===== src/rtl/iic_arbiter.sv =====
// rtl/iic_arbiter.sv - round-robin arbiter sharing one iic_master among NUM_REQ requesters
// One transaction in flight; registered grant/response pulses, timeout on missing busy.
module iic_arbiter #(
  parameter int NUM_REQ = 4,
  parameter int ADDR_W  = 16,
  parameter int REG_W   = 16,
  parameter int TIMEOUT = 1023
) (
  input  logic                      clk,
  input  logic                      rst_n,
  input  logic [NUM_REQ-1:0]        req_valid,
  input  logic [NUM_REQ-1:0]        req_rw,
  input  logic [NUM_REQ*ADDR_W-1:0] req_slave_addr,
  input  logic [NUM_REQ*REG_W-1:0]  req_reg_addr,
  input  logic [NUM_REQ*8-1:0]      req_wdata,
  output logic [NUM_REQ-1:0]        req_ready,
  output logic [NUM_REQ-1:0]        rsp_valid,
  output logic [7:0]                rsp_rdata,
  output logic                      rsp_err,
  output logic [ADDR_W-1:0]         m_slave_addr,
  output logic                      m_send_rw,
  output logic [REG_W-1:0]          m_reg_addr,
  output logic [7:0]                m_send_data,
  output logic                      m_send_en,
  input  logic [7:0]                m_recv_data,
  input  logic                      m_send_busy
);

  localparam int IW = $clog2(NUM_REQ);
  localparam int TW = $clog2(TIMEOUT + 1);

  typedef enum logic [1:0] {IDLE, START, RUN, DONE} state_t;

  state_t               state_q, state_d;
  logic [IW-1:0]        last_q, last_d, gnt_q, gnt_d;
  logic [TW-1:0]        timer_q, timer_d;
  logic [NUM_REQ-1:0]   ready_q, ready_d, rvalid_q, rvalid_d;
  logic [7:0]           rdata_q, rdata_d, wd_q, wd_d;
  logic                 err_q, err_d, rw_q, rw_d, en_q, en_d;
  logic [ADDR_W-1:0]    sa_q, sa_d;
  logic [REG_W-1:0]     ra_q, ra_d;
  logic                 pick_found;
  logic [IW-1:0]        pick_idx;

  function automatic logic [IW-1:0] rr_idx(input logic [IW-1:0] base, input int off);
    int s;
    s = int'(base) + off;
    if (s >= NUM_REQ) s = s - NUM_REQ;
    return IW'(s);
  endfunction

  // Scan starts just after the last owner, so the last owner has lowest priority.
  always_comb begin
    pick_found = 1'b0;
    pick_idx   = '0;
    for (int i = 1; i <= NUM_REQ; i++) begin
      if (!pick_found && req_valid[rr_idx(last_q, i)]) begin
        pick_found = 1'b1;
        pick_idx   = rr_idx(last_q, i);
      end
    end
  end

  always_comb begin
    state_d  = state_q;
    last_d   = last_q;
    gnt_d    = gnt_q;
    timer_d  = timer_q;
    ready_d  = '0;
    rvalid_d = '0;
    rdata_d  = rdata_q;
    err_d    = err_q;
    sa_d     = sa_q;
    rw_d     = rw_q;
    ra_d     = ra_q;
    wd_d     = wd_q;
    en_d     = en_q;
    case (state_q)
      IDLE: begin
        if (pick_found && !m_send_busy) begin
          ready_d[pick_idx] = 1'b1;
          gnt_d   = pick_idx;
          sa_d    = req_slave_addr[pick_idx*ADDR_W +: ADDR_W];
          ra_d    = req_reg_addr[pick_idx*REG_W +: REG_W];
          wd_d    = req_wdata[pick_idx*8 +: 8];
          rw_d    = req_rw[pick_idx];
          timer_d = '0;
          en_d    = 1'b1;
          state_d = START;
        end
      end
      START: begin
        if (m_send_busy) begin
          en_d    = 1'b0;
          state_d = RUN;
        end else if (32'(timer_q) + 1 >= TIMEOUT) begin
          en_d            = 1'b0;
          rvalid_d[gnt_q] = 1'b1;
          err_d           = 1'b1;
          rdata_d         = 8'h00;
          state_d         = DONE;
        end else if (timer_q != '1) begin
          timer_d = timer_q + 1'b1;
        end
      end
      RUN: begin
        if (!m_send_busy) begin
          rvalid_d[gnt_q] = 1'b1;
          rdata_d         = m_recv_data;
          err_d           = 1'b0;
          state_d         = DONE;
        end
      end
      DONE: begin
        last_d  = gnt_q;
        state_d = IDLE;
      end
      default: state_d = IDLE;
    endcase
  end

  always_ff @(posedge clk or negedge rst_n) begin
    if (!rst_n) begin
      state_q  <= IDLE;
      last_q   <= IW'(NUM_REQ - 1);
      gnt_q    <= '0;
      timer_q  <= '0;
      ready_q  <= '0;
      rvalid_q <= '0;
      rdata_q  <= '0;
      err_q    <= 1'b0;
      sa_q     <= '0;
      rw_q     <= 1'b0;
      ra_q     <= '0;
      wd_q     <= '0;
      en_q     <= 1'b0;
    end else begin
      state_q  <= state_d;
      last_q   <= last_d;
      gnt_q    <= gnt_d;
      timer_q  <= timer_d;
      ready_q  <= ready_d;
      rvalid_q <= rvalid_d;
      rdata_q  <= rdata_d;
      err_q    <= err_d;
      sa_q     <= sa_d;
      rw_q     <= rw_d;
      ra_q     <= ra_d;
      wd_q     <= wd_d;
      en_q     <= en_d;
    end
  end

  assign req_ready    = ready_q;
  assign rsp_valid    = rvalid_q;
  assign rsp_rdata    = rdata_q;
  assign rsp_err      = err_q;
  assign m_slave_addr = sa_q;
  assign m_send_rw    = rw_q;
  assign m_reg_addr   = ra_q;
  assign m_send_data  = wd_q;
  assign m_send_en    = en_q;

endmodule

===== config.mk =====
export PLATFORM = sky130hd
export DESIGN_NAME = iic_arbiter
export DESIGN_NICKNAME = d
export VERILOG_FILES = /design/src/rtl/iic_arbiter.sv
export SDC_FILE = /design/constraint.sdc
export NUM_CORES = 1
export LEC_CHECK = 0
export ABC_AREA = 1
export BUFFER_PORTS_ARGS = -buffer_cell sky130_fd_sc_hd__buf_2
export CAP_MARGIN = 20
export CORE_MARGIN = 2
export CORE_UTILIZATION = 41
export CTS_BUF_LIST = sky130_fd_sc_hd__clkbuf_4 sky130_fd_sc_hd__clkbuf_8 sky130_fd_sc_hd__clkbuf_16
export CTS_CLUSTER_SIZE = 40
export DETAILED_ROUTE_END_ITERATION = 10
export HOLD_SLACK_MARGIN = 0.06
export PLACE_DENSITY_LB_ADDON = 0.25
export SLEW_MARGIN = 30
export SYNTH_ARGS = -nofsm -noshare
export SYNTH_HDL_FRONTEND = slang
export SYNTH_SLANG_ARGS = --single-unit

===== constraint.sdc =====
create_clock -name clk -period 4.9 [get_ports clk]
set_clock_uncertainty 0.1 [all_clocks]
set_input_delay 0.49 -clock clk [delete_from_list [all_inputs] [get_ports clk]]
set_output_delay 0.49 -clock clk [all_outputs]
set_load 0.05 [all_outputs]

==> results.sh <==
export IMPL_status="complete, no violations"
export IMPL_drt_iter0_markers=344
export IMPL_routed_wl_mm=17.52
export IMPL_clockBufferDepth=2
export IMPL_period_minus_slack_ns=3.369
export IMPL_crit_arrival_ns=3.50
export IMPL_dr_pass1_iters=5
export IMPL_slowest_delay_ns=0.83
export IMPL_postCtsSetupBuffers=0
export IMPL_die_y_um=122.4
export IMPL_nets=1350
export IMPL_grt_usage_pct=24.25
export IMPL_drc=0
export IMPL_peakVddDrop_uv=397.2
export IMPL_hold_start="m_send_busy"
export IMPL_synthCells=958
export IMPL_startpoint="last_q[0]$_DFFE_PN1N_"
export IMPL_synth_seq_cells=75
export IMPL_yosysWarnings=0
export IMPL_slew_headroom_pct=38.18
export IMPL_synthesis_nets=1144
export IMPL_crit_path_start_kind="register"
export IMPL_pwr_share_clk_pct=13.5
export IMPL_max_freq_mhz=296.9
export IMPL_mostFrequentLayoutCells="nand2_1 (369), buf_2 (236), inv_1 (194), nand3_1 (185), dfrtp_1 (73)"
export IMPL_port_buffers=237
export IMPL_worst_pin_slew_ns=0.9241
export IMPL_cp_num_buf_inv=2
export IMPL_syn2layout_area_growth_pct=26.71
export IMPL_crit_family="simple AND/OR/NAND/NOR gates"
export IMPL_cap_violations=0
export IMPL_syn_area_mm2=0.005752
export IMPL_cpMostUsedCell="nand2_1"
export IMPL_seq_power_share_pct=18.8
export IMPL_die_area_mm2=0.01499
export IMPL_pwr_share_comb_pct=67.7
export IMPL_p_per_area_mw_per_mm2=735.1
export IMPL_finalPower_mw=5.358
export IMPL_initial_core_util_pct=41.76
export IMPL_cts_root_buf="clkbuf_16"
export IMPL_grt_pass1_wl_mm=28.87
export IMPL_avgRoutedWirePerCell_um=12.98
export IMPL_p_leak_nw=4.794
export IMPL_fin_hold_ws_ns=0.3584
export IMPL_final_setup_tns_ns=0
export IMPL_cp_required_ns=5.03
export IMPL_num_vias=6424
export IMPL_r2r_start="last_q[0]$_DFFE_PN1N_"
export IMPL_synth_avg_cell_area_um2=6.004
export IMPL_path_max_fanout=46
export IMPL_finalCritPeriodShare_pct=68.75
export IMPL_post_dp_hpwl_mm=12.79
export IMPL_grt_max_degree=85
export IMPL_cts_max_level=3
export IMPL_holdBufCountCts=1
export IMPL_clock_latency_ns=0.34
export IMPL_rows=43
export IMPL_first_global_vias=6072
export IMPL_via_per_inst=4.759
export IMPL_clock_sinks=75
export IMPL_synth_seq_area_share_pct=32.67
export IMPL_antenna_left=0
export IMPL_hold_class="in -> reg"
export IMPL_ys_types=30
export IMPL_crit_path_end_kind="register"
export IMPL_swShare_pct=57.04
export IMPL_grt_antenna_before_repair=0
export IMPL_dieWidth_um=122.4
export IMPL_cts_tree="yes"
export IMPL_clk_pin_slew_ns=0.06
export IMPL_setup_viol=0
export IMPL_core_area_mm2=0.01377
export IMPL_ctsResizeCount=0
export IMPL_finalHoldViolCount=0
export IMPL_cts_buffers=9
export IMPL_rsz0062_at_grt="no"
export IMPL_drive_gt1_share_pct=24.04
export IMPL_r2r_setup_slack_ns=1.53
export IMPL_io_pins=238
export IMPL_critPathKind="reg -> reg"
export IMPL_slew_violations=0
export IMPL_path_cells="inv_4, nand2_1, nand2_1, nand2_1, nand2_2, nor2_2, nand3_4, nand2_2, buf_4, nand2_1, nand3_1, nand2_1, nand2_1, nand2_1"
export IMPL_p_sw_mw=3.056
export IMPL_cp_slowest_cell="nand2_2"
export IMPL_final_common_cell="nand2_1"
export IMPL_grt_overflow_total=0
export IMPL_internal_power_mw=2.302
export IMPL_routabilityCongestion=0.8416
Yosys cell counts:
cell type | count | area, µm²
a21boi_0 | 2 | 15.01
xnor2_1 | 1 | 8.760
nand2_1 | 369 | 1385
a22oi_1 | 1 | 7.510
o21ai_0 | 9 | 45.04
dfrtp_1 | 73 | 1827
buf_4 | 10 | 75.07
or2_2 | 1 | 6.260
nand3_1 | 186 | 930.9
ha_1 | 7 | 87.58
nand3b_1 | 2 | 15.01
inv_1 | 194 | 728.2
clkbuf_1 | 6 | 22.52
o21bai_1 | 3 | 22.52
a21oi_1 | 2 | 10.01
a211oi_1 | 1 | 7.510
xor2_1 | 1 | 8.760
nor3_1 | 3 | 15.01
inv_2 | 2 | 7.510
clkinv_1 | 1 | 3.750
nor2_1 | 23 | 86.33
nand2_2 | 7 | 43.79
buf_2 | 29 | 145.1
dfstp_2 | 2 | 52.55
nand4_1 | 11 | 68.82
inv_4 | 1 | 6.260
buf_6 | 6 | 67.56
nor2_2 | 1 | 6.260
nand3_2 | 3 | 30.03
a21oi_4 | 1 | 16.27
cells by family after synthesis:
logic type                 after synthesis  share of synthesized area (%)
AOI/OAI and AO/OA                       19                          2.154
xor gates and xnor gates                 2                         0.3046
adders and majority gates                7                          1.523
buffers and inverters                  249                          18.36
DFF                                     75                          32.67
and+or+nand+nor                        606                          44.99
per-stage QoR:
| stage | util (%) | instance area [µm²] | instances | setup WS, ns |
|---|---|---|---|---|
| after global routing | 52.90 | 7286 | 1349 | 1.148 |
| after CTS | 52.87 | 7282 | 1349 | 1.521 |
| after global placement | 50.25 | 6920 | 1331 | 1.611 |
| after floorplan | - | 5752 | 958 | 2.923 |
| final | 52.92 | 7288 | 1350 | 1.531 |
| after detailed placement | 50.45 | 6948 | 1332 | 1.543 |
layout make-up:
cell class,instances,area [µm²]
fill,1480,6485
multi-input combinational,634,2833
sequential,75,1879
timing repair buffer,246,1279
inverter,198,745.7
clock buffer,9,225.2
tap,180,225.2
clock inverter,7,98.84
antenna,1,2.502
flip-flops by register name (all words and copies together), names as in the netlist, 4 cells and up:
signal	cells
req_ready	4
m_send_data	8
m_slave_addr	16
timer_q	10
rsp_rdata	8
rsp_valid	4
m_reg_addr	16
power groups by stage:
stage / sequential, mW / clock, mW / combinational [mW]
5_1_grt: 1.04 / 0.768 / 4.08
4_1_cts: 1.00 / 0.740 / 3.66
3_5_place_dp: 1.01 / 0 / 3.65
6_report: 1.01 / 0.725 / 3.63
2_1_floorplan: 1.67 / 0 / 2.32
3_3_place_gp: 1.02 / 0 / 3.60
layer usage:
metal,share of wire [%],up-vias,GRT usage (%)
met5,0,-,0
met4,3.3,0,9.842
met3,7.5,45,4.229
met2,46,226,39.69
met1,43,2856,31.76
li1,-,3297,-
final timing paths:
path	to	depth (start not counted)
max in group asynchronous	last_q[0]$_DFFE_PN1N_	3
hold / removal	rsp_valid[2]$_DFF_PN0_	3
min in group asynchronous	m_slave_addr[7]$_DFFE_PN0P_	2
setup / recovery	m_slave_addr[7]$_DFFE_PN0P_	14
hold reg to reg	rsp_err$_DFFE_PN0P_	2
setup reg to reg	m_slave_addr[7]$_DFFE_PN0P_	14
worst reg2reg max path: cells and delay by family, from the launching register on:
family	cells	cell delay [ns]
simple gates	12	2.05
buf+inv	2	0.48
flops	1	0.64
Power figures use the tool's default switching activity.
